--- config.mk ---
export PLATFORM = sky130hd
export DESIGN_NAME = load_ext_ctrl
export DESIGN_NICKNAME = d
export VERILOG_FILES = /design/src/rtl/mips_ld_pkg.sv /design/src/rtl/ld_extend.sv /design/src/rtl/load_ext_ctrl.sv
export SDC_FILE = /design/constraint.sdc
export NUM_CORES = 1
export LEC_CHECK = 0
export BUFFER_PORTS_ARGS = -buffer_cell sky130_fd_sc_hd__buf_2
export CAP_MARGIN = 5
export CORE_UTILIZATION = 43
export DETAILED_ROUTE_END_ITERATION = 10
export PLACE_DENSITY = 0.87
export SYNTH_ARGS = -nofsm -noshare
export SYNTH_HDL_FRONTEND = slang
export SYNTH_SLANG_ARGS = --single-unit
--- constraint.sdc ---
create_clock -name clk -period 1.5 [get_ports clk]
set_input_delay 0.225 -clock clk [delete_from_list [all_inputs] [get_ports clk]]
set_output_delay 0.225 -clock clk [all_outputs]
set_load 0.05 [all_outputs]
--- src/rtl/mips_ld_pkg.sv ---
// mips_ld_pkg: shared definitions for the load extension controller.
//   - ld_op encodings (MIPS opcode[2:0] of the load instructions)
//   - FSM state type for load_ext_ctrl
//   - ld_misaligned(): alignment rule for a given op and byte offset
package mips_ld_pkg;

  localparam logic [2:0] LD_LB  = 3'b000;
  localparam logic [2:0] LD_LH  = 3'b001;
  localparam logic [2:0] LD_LW  = 3'b011;
  localparam logic [2:0] LD_LBU = 3'b100;
  localparam logic [2:0] LD_LHU = 3'b101;

  typedef enum logic [2:0] {
    StIdle,
    StReq,
    StWait,
    StDone,
    StErr
  } ld_state_e;

  // Unknown op codes behave as LW, so they need word alignment too.
  function automatic logic ld_misaligned(input logic [2:0] op, input logic [1:0] off);
    logic mis;
    case (op)
      LD_LB, LD_LBU: mis = 1'b0;
      LD_LH, LD_LHU: mis = off[0];
      default:       mis = (off != 2'b00);
    endcase
    return mis;
  endfunction

endpackage

--- src/rtl/ld_extend.sv ---
// ld_extend: combinational lane select and sign/zero extension of a loaded word.
// Ports:
//   word_i     32-bit word returned by data memory
//   addr_lo_i  byte offset addr[1:0] of the load
//   op_i       load type (mips_ld_pkg encodings; unknown codes pass the word)
//   data_o     lane-selected, extended 32-bit result
module ld_extend
  import mips_ld_pkg::*;
(
  input  logic [31:0] word_i,
  input  logic [1:0]  addr_lo_i,
  input  logic [2:0]  op_i,
  output logic [31:0] data_o
);

  logic [7:0]  byte_sel;
  logic [15:0] half_sel;

  // Little-endian lanes; halfwords use addr[1] only so addr[0] is ignored.
  always_comb begin
    byte_sel = word_i[7:0];
    case (addr_lo_i)
      2'd0:    byte_sel = word_i[7:0];
      2'd1:    byte_sel = word_i[15:8];
      2'd2:    byte_sel = word_i[23:16];
      default: byte_sel = word_i[31:24];
    endcase
    half_sel = addr_lo_i[1] ? word_i[31:16] : word_i[15:0];
  end

  always_comb begin
    data_o = word_i;
    case (op_i)
      LD_LB:   data_o = {{24{byte_sel[7]}}, byte_sel};
      LD_LBU:  data_o = {24'h0, byte_sel};
      LD_LH:   data_o = {{16{half_sel[15]}}, half_sel};
      LD_LHU:  data_o = {16'h0, half_sel};
      default: data_o = word_i;
    endcase
  end

endmodule

--- src/rtl/load_ext_ctrl.sv ---
// load_ext_ctrl: multi-cycle load controller between the MEM stage and a
// handshaked data memory. Accepts one load, issues a word-aligned read,
// waits for data, extends the addressed lane and returns it registered
// with a one-cycle done pulse. ld_ready low stalls the pipeline.
// Build option: LOAD_ALIGN_CHECK_EN - when defined, misaligned loads pulse
// ld_exc for one cycle and issue no memory access; otherwise ld_exc is 0.
// Ports:
//   clk, rst                 clock, synchronous active-high reset
//   ld_valid/ld_op/ld_addr   load request from MEM stage
//   ld_ready                 idle, able to accept (from state only)
//   ld_done/ld_rdata         done pulse and registered result
//   ld_exc                   misalignment pulse
//   dmem_req/dmem_addr       memory read request, word address
//   dmem_gnt                 memory accepted request
//   dmem_rvalid/dmem_rdata   read data return
module load_ext_ctrl
  import mips_ld_pkg::*;
#(
  parameter int unsigned ADDR_W = 32,
  parameter int unsigned DATA_W = 32
) (
  input  logic              clk,
  input  logic              rst,
  input  logic              ld_valid,
  input  logic [2:0]        ld_op,
  input  logic [ADDR_W-1:0] ld_addr,
  output logic              ld_ready,
  output logic              ld_done,
  output logic [DATA_W-1:0] ld_rdata,
  output logic              ld_exc,
  output logic              dmem_req,
  output logic [ADDR_W-1:0] dmem_addr,
  input  logic              dmem_gnt,
  input  logic              dmem_rvalid,
  input  logic [DATA_W-1:0] dmem_rdata
);

  ld_state_e         state_q, state_d;
  logic [2:0]        op_q, op_d;
  logic [1:0]        off_q, off_d;
  logic [ADDR_W-1:0] waddr_q, waddr_d;
  logic [DATA_W-1:0] rdata_q, rdata_d;
  logic [31:0]       ext_data;

  ld_extend u_ld_extend (
    .word_i    (dmem_rdata),
    .addr_lo_i (off_q),
    .op_i      (op_q),
    .data_o    (ext_data)
  );

  always_comb begin
    state_d = state_q;
    op_d    = op_q;
    off_d   = off_q;
    waddr_d = waddr_q;
    rdata_d = rdata_q;
    case (state_q)
      StIdle: begin
        if (ld_valid) begin
          op_d    = ld_op;
          off_d   = ld_addr[1:0];
          waddr_d = {ld_addr[ADDR_W-1:2], 2'b00};
          state_d = StReq;
`ifdef LOAD_ALIGN_CHECK_EN
          if (ld_misaligned(ld_op, ld_addr[1:0])) begin
            state_d = StErr;
          end
`endif
        end
      end
      // rvalid is deliberately ignored until the request has been granted.
      StReq: begin
        if (dmem_gnt) begin
          state_d = StWait;
        end
      end
      StWait: begin
        if (dmem_rvalid) begin
          rdata_d = ext_data;
          state_d = StDone;
        end
      end
      StDone: state_d = StIdle;
`ifdef LOAD_ALIGN_CHECK_EN
      StErr:  state_d = StIdle;
`endif
      default: state_d = StIdle;
    endcase
  end

  always_ff @(posedge clk) begin
    if (rst) begin
      state_q <= StIdle;
      op_q    <= LD_LW;
      off_q   <= 2'b00;
      waddr_q <= '0;
      rdata_q <= '0;
    end else begin
      state_q <= state_d;
      op_q    <= op_d;
      off_q   <= off_d;
      waddr_q <= waddr_d;
      rdata_q <= rdata_d;
    end
  end

  assign ld_ready  = (state_q == StIdle);
  assign ld_done   = (state_q == StDone);
  assign dmem_req  = (state_q == StReq);
  assign dmem_addr = waddr_q;
  assign ld_rdata  = rdata_q;
`ifdef LOAD_ALIGN_CHECK_EN
  assign ld_exc    = (state_q == StErr);
`else
  assign ld_exc    = 1'b0;
`endif

endmodule

==> impl_results.md <==
* H-tree depth at 3
* Initial antenna violation count at 0
* Post-Syn Instances at 380
* Post-Route WL at 9.43 mm
* # diodes at 0
* Fraction of layout cells with a size suffix above 1 at 0.430
* Cts hold-fix bufs at 0
* # DRC at 0
* Crit path DAT at 1.70 ns
* Reg2Reg Depth at 7
* Cell variety after synth at 31
* Startpoint type of the worst setup path: flip-flop
* Pin count of the biggest net entering global routing at 35
* Most frequent cells after synthesis: 104 x nand2_1, 69 x dfxtp_1, 33 x a21oi_1
* Clk slew on worst S/H paths at 0.08 ns
* Total grt overflow at 0
* Final-stage net count at 599
* Final Setup Violations at 0
* Skew final at 0.00723 ns
* Final Instance Area at 0.00446 mm2
* Min Clock Period, post-route at 1.47 ns
* Largest area contributor in the netlist: dfxtp_1
* Fmax at 0.679 GHz
* # port buffers at 136
* P&R area growth vs syn at 41.2%
* CP Capture Point: ld_rdata[3]$_SDFFE_PP0P_
* Clk_lat worst skew at 0.35 ns
* Vias in the first global route at 3,071
* CTS tree: done
* Number of synthesized flops with an enable pin at 0
* Top-area cell type share of the netlist area at 0.437
* Setup CP Type: reg2reg
* Gpl congestion at 0.920
* Deepest clock path buffer count at 2
* Cell Rows at 30
* Worst EP required at 1.73 ns
* Vias at 3,325
* Hold depth at 3
* Synth Register Bits at 69
* Worst hold path class: in2reg
* Max-slew violation count at 0
* Post-synthesis sequential area ratio at 0.437
* RSZ-0062 raised after global routing: true
* Crit Path Max Fanout at 13
* Core Area at 0.00694 mm2
* Crit Reg-Reg Startpoint: state_q[0]$_SDFFE_PP0P_
* Post-Syn Area at 0.00316 mm2
* Max-Cap Viols at 0
* Mapped Avg Cell Area at 8.32 um2
* Count of final hold-check violations at 0
* Post-layout util at 0.643
* RR Endpoint: ld_rdata[3]$_SDFFE_PP0P_
* Synth area leaders: dfxtp_1 44%, nand2_1 12%, a21oi_1 5.2%, a211oi_1 4.5%, mux2_2 4.3%
* Synth Flop Type: dfxtp_1
* Worst R2R Setup Slack at 0.03 ns
* PwrDens at 1770 mW/mm2
* Die Span Y at 87.8 um
* CP endpoint kind: flip-flop
* CTS buffer count at 9
* Clock Sinks at 69
* I/O Pins at 140
* Die area at 0.00770 mm2
* Count leader, synth: nand2_1
* First-pass GRT wire length at 14.0 mm
* Initial DRC Count at 179
* DP Area at 0.00404 mm2
* Dpl hpwl at 6.35 mm
* ANT nets after route at 0
* Status: complete, no violations
* Syn. warnings at 0
* DR pass1 iterations at 4
* Starting Density at 0.455
* Pwr Total at 7.90 mW
* Async S/R FF share, synth at 0
* Drt wl/cell at 15.1 um
* Die Width at 87.8 um
* Vias per inst at 5.33
* Peak VDD IR at 0.00130 V
* Leak at 1.97 nW
* Global Route Usage Sum at 0.235
* Clock root buffer: clkbuf_8
* Tcrit/Tclk final at 0.982
* Crit path launch: state_q[0]$_SDFFE_PP0P_
-- kinds of logic after synthesis --
logic type,after synthesis,synth area share
simple gates,157,0.214
fa+ha+maj,4,0.0158
flops,69,0.437
other cells,1,0.00119
compound gates,91,0.204
mux,20,0.0720
buf+inv,38,0.0558
-- worst max-delay path: stages, from the launching register on --
cell and delay (ns):
dfxtp_2 0.33, inv_2 0.08, ha_4 0.15, and2_4 0.21
buf_12 0.15, nand2_1 0.09, a221oi_2 0.21, o32ai_1 0.13
-- where the power goes --
group	internal (mW)	switching [mW]	leakage, nW
registers	2.22	0.240	0.565
clock network	0.806	0.731	0.0943
logic	1.30	2.60	1.31
total	4.32	3.58	1.97
-- worst min-delay path by stage --
stage	startpoint	to
2_1_floorplan	ld_op[0]	op_q[0]$_SDFFE_PP1P_
6_report	ld_op[1]	op_q[1]$_SDFFE_PP1P_
3_3_place_gp	ld_op[0]	op_q[0]$_SDFFE_PP1P_
5_1_grt	ld_addr[20]	dmem_addr[20]$_SDFFE_PP0P_
4_1_cts	ld_op[0]	op_q[0]$_SDFFE_PP1P_
3_5_place_dp	dmem_addr[30]$_SDFFE_PP0P_	dmem_addr[30]$_SDFFE_PP0P_
-- metal layers --
metal / GRT usage / wire length (um)
met4: 0.124 / 273
met5: 0 / 0
met1: 0.286 / 3870
met3: 0.0452 / 593
met2: 0.393 / 4690
-- cells in the final DEF, fill, tap and decap left out, types with 11 or more instances in the layout --
master    count
buf_2       134
nand3b_1     16
mux2_2       12
nor2_1       24
dfxtp_1      65
a21oi_1      33
o21ai_0      15
a211oi_2     11
buf_4        16
nand2_1     103
a211oi_1     18
-- sequential cells by signal (all words and copies together) (netlist names) --
name and count:
ld_rdata 32, dmem_addr 30, op_q 3, off_q 2, state_q 2
-- metrics by stage --
stage | hold WS (ns) | worst slack (ns) | cells | setup TNS, ns
5_1_grt | 0.110 | -0.0545 | 624 | -0.275
3_3_place_gp | 0.438 | 0.0479 | 601 | 0
3_5_place_dp | 0.444 | -0.148 | 601 | -0.502
4_1_cts | 0.0879 | -0.0129 | 621 | -0.0129
6_report | 0.0978 | 0.0268 | 624 | 0
2_1_floorplan | 0.349 | -0.0765 | 382 | -1.99
-- final cells by class --
cell class | instances | area [um2]
Sequential cell | 69 | 1390
Fill cell | 576 | 2480
Clock buffer | 10 | 138
Multi-Input combinational cell | 275 | 1710
Timing Repair Buffer | 163 | 1020
Inverter | 5 | 18.8
Tap cell | 96 | 120
Clock inverter | 6 | 62.6
-- repair_timing --
action                                  in CTS  in global routing
buffers inserted                             3                  1
resized for setup                           12                 21
endpoints found under the setup margin      14                 28
pin swaps                                    2                  6
gates cloned                                 1                  2
hold endpoints to repair                     0                  0
Power figures use the tool's default switching activity.
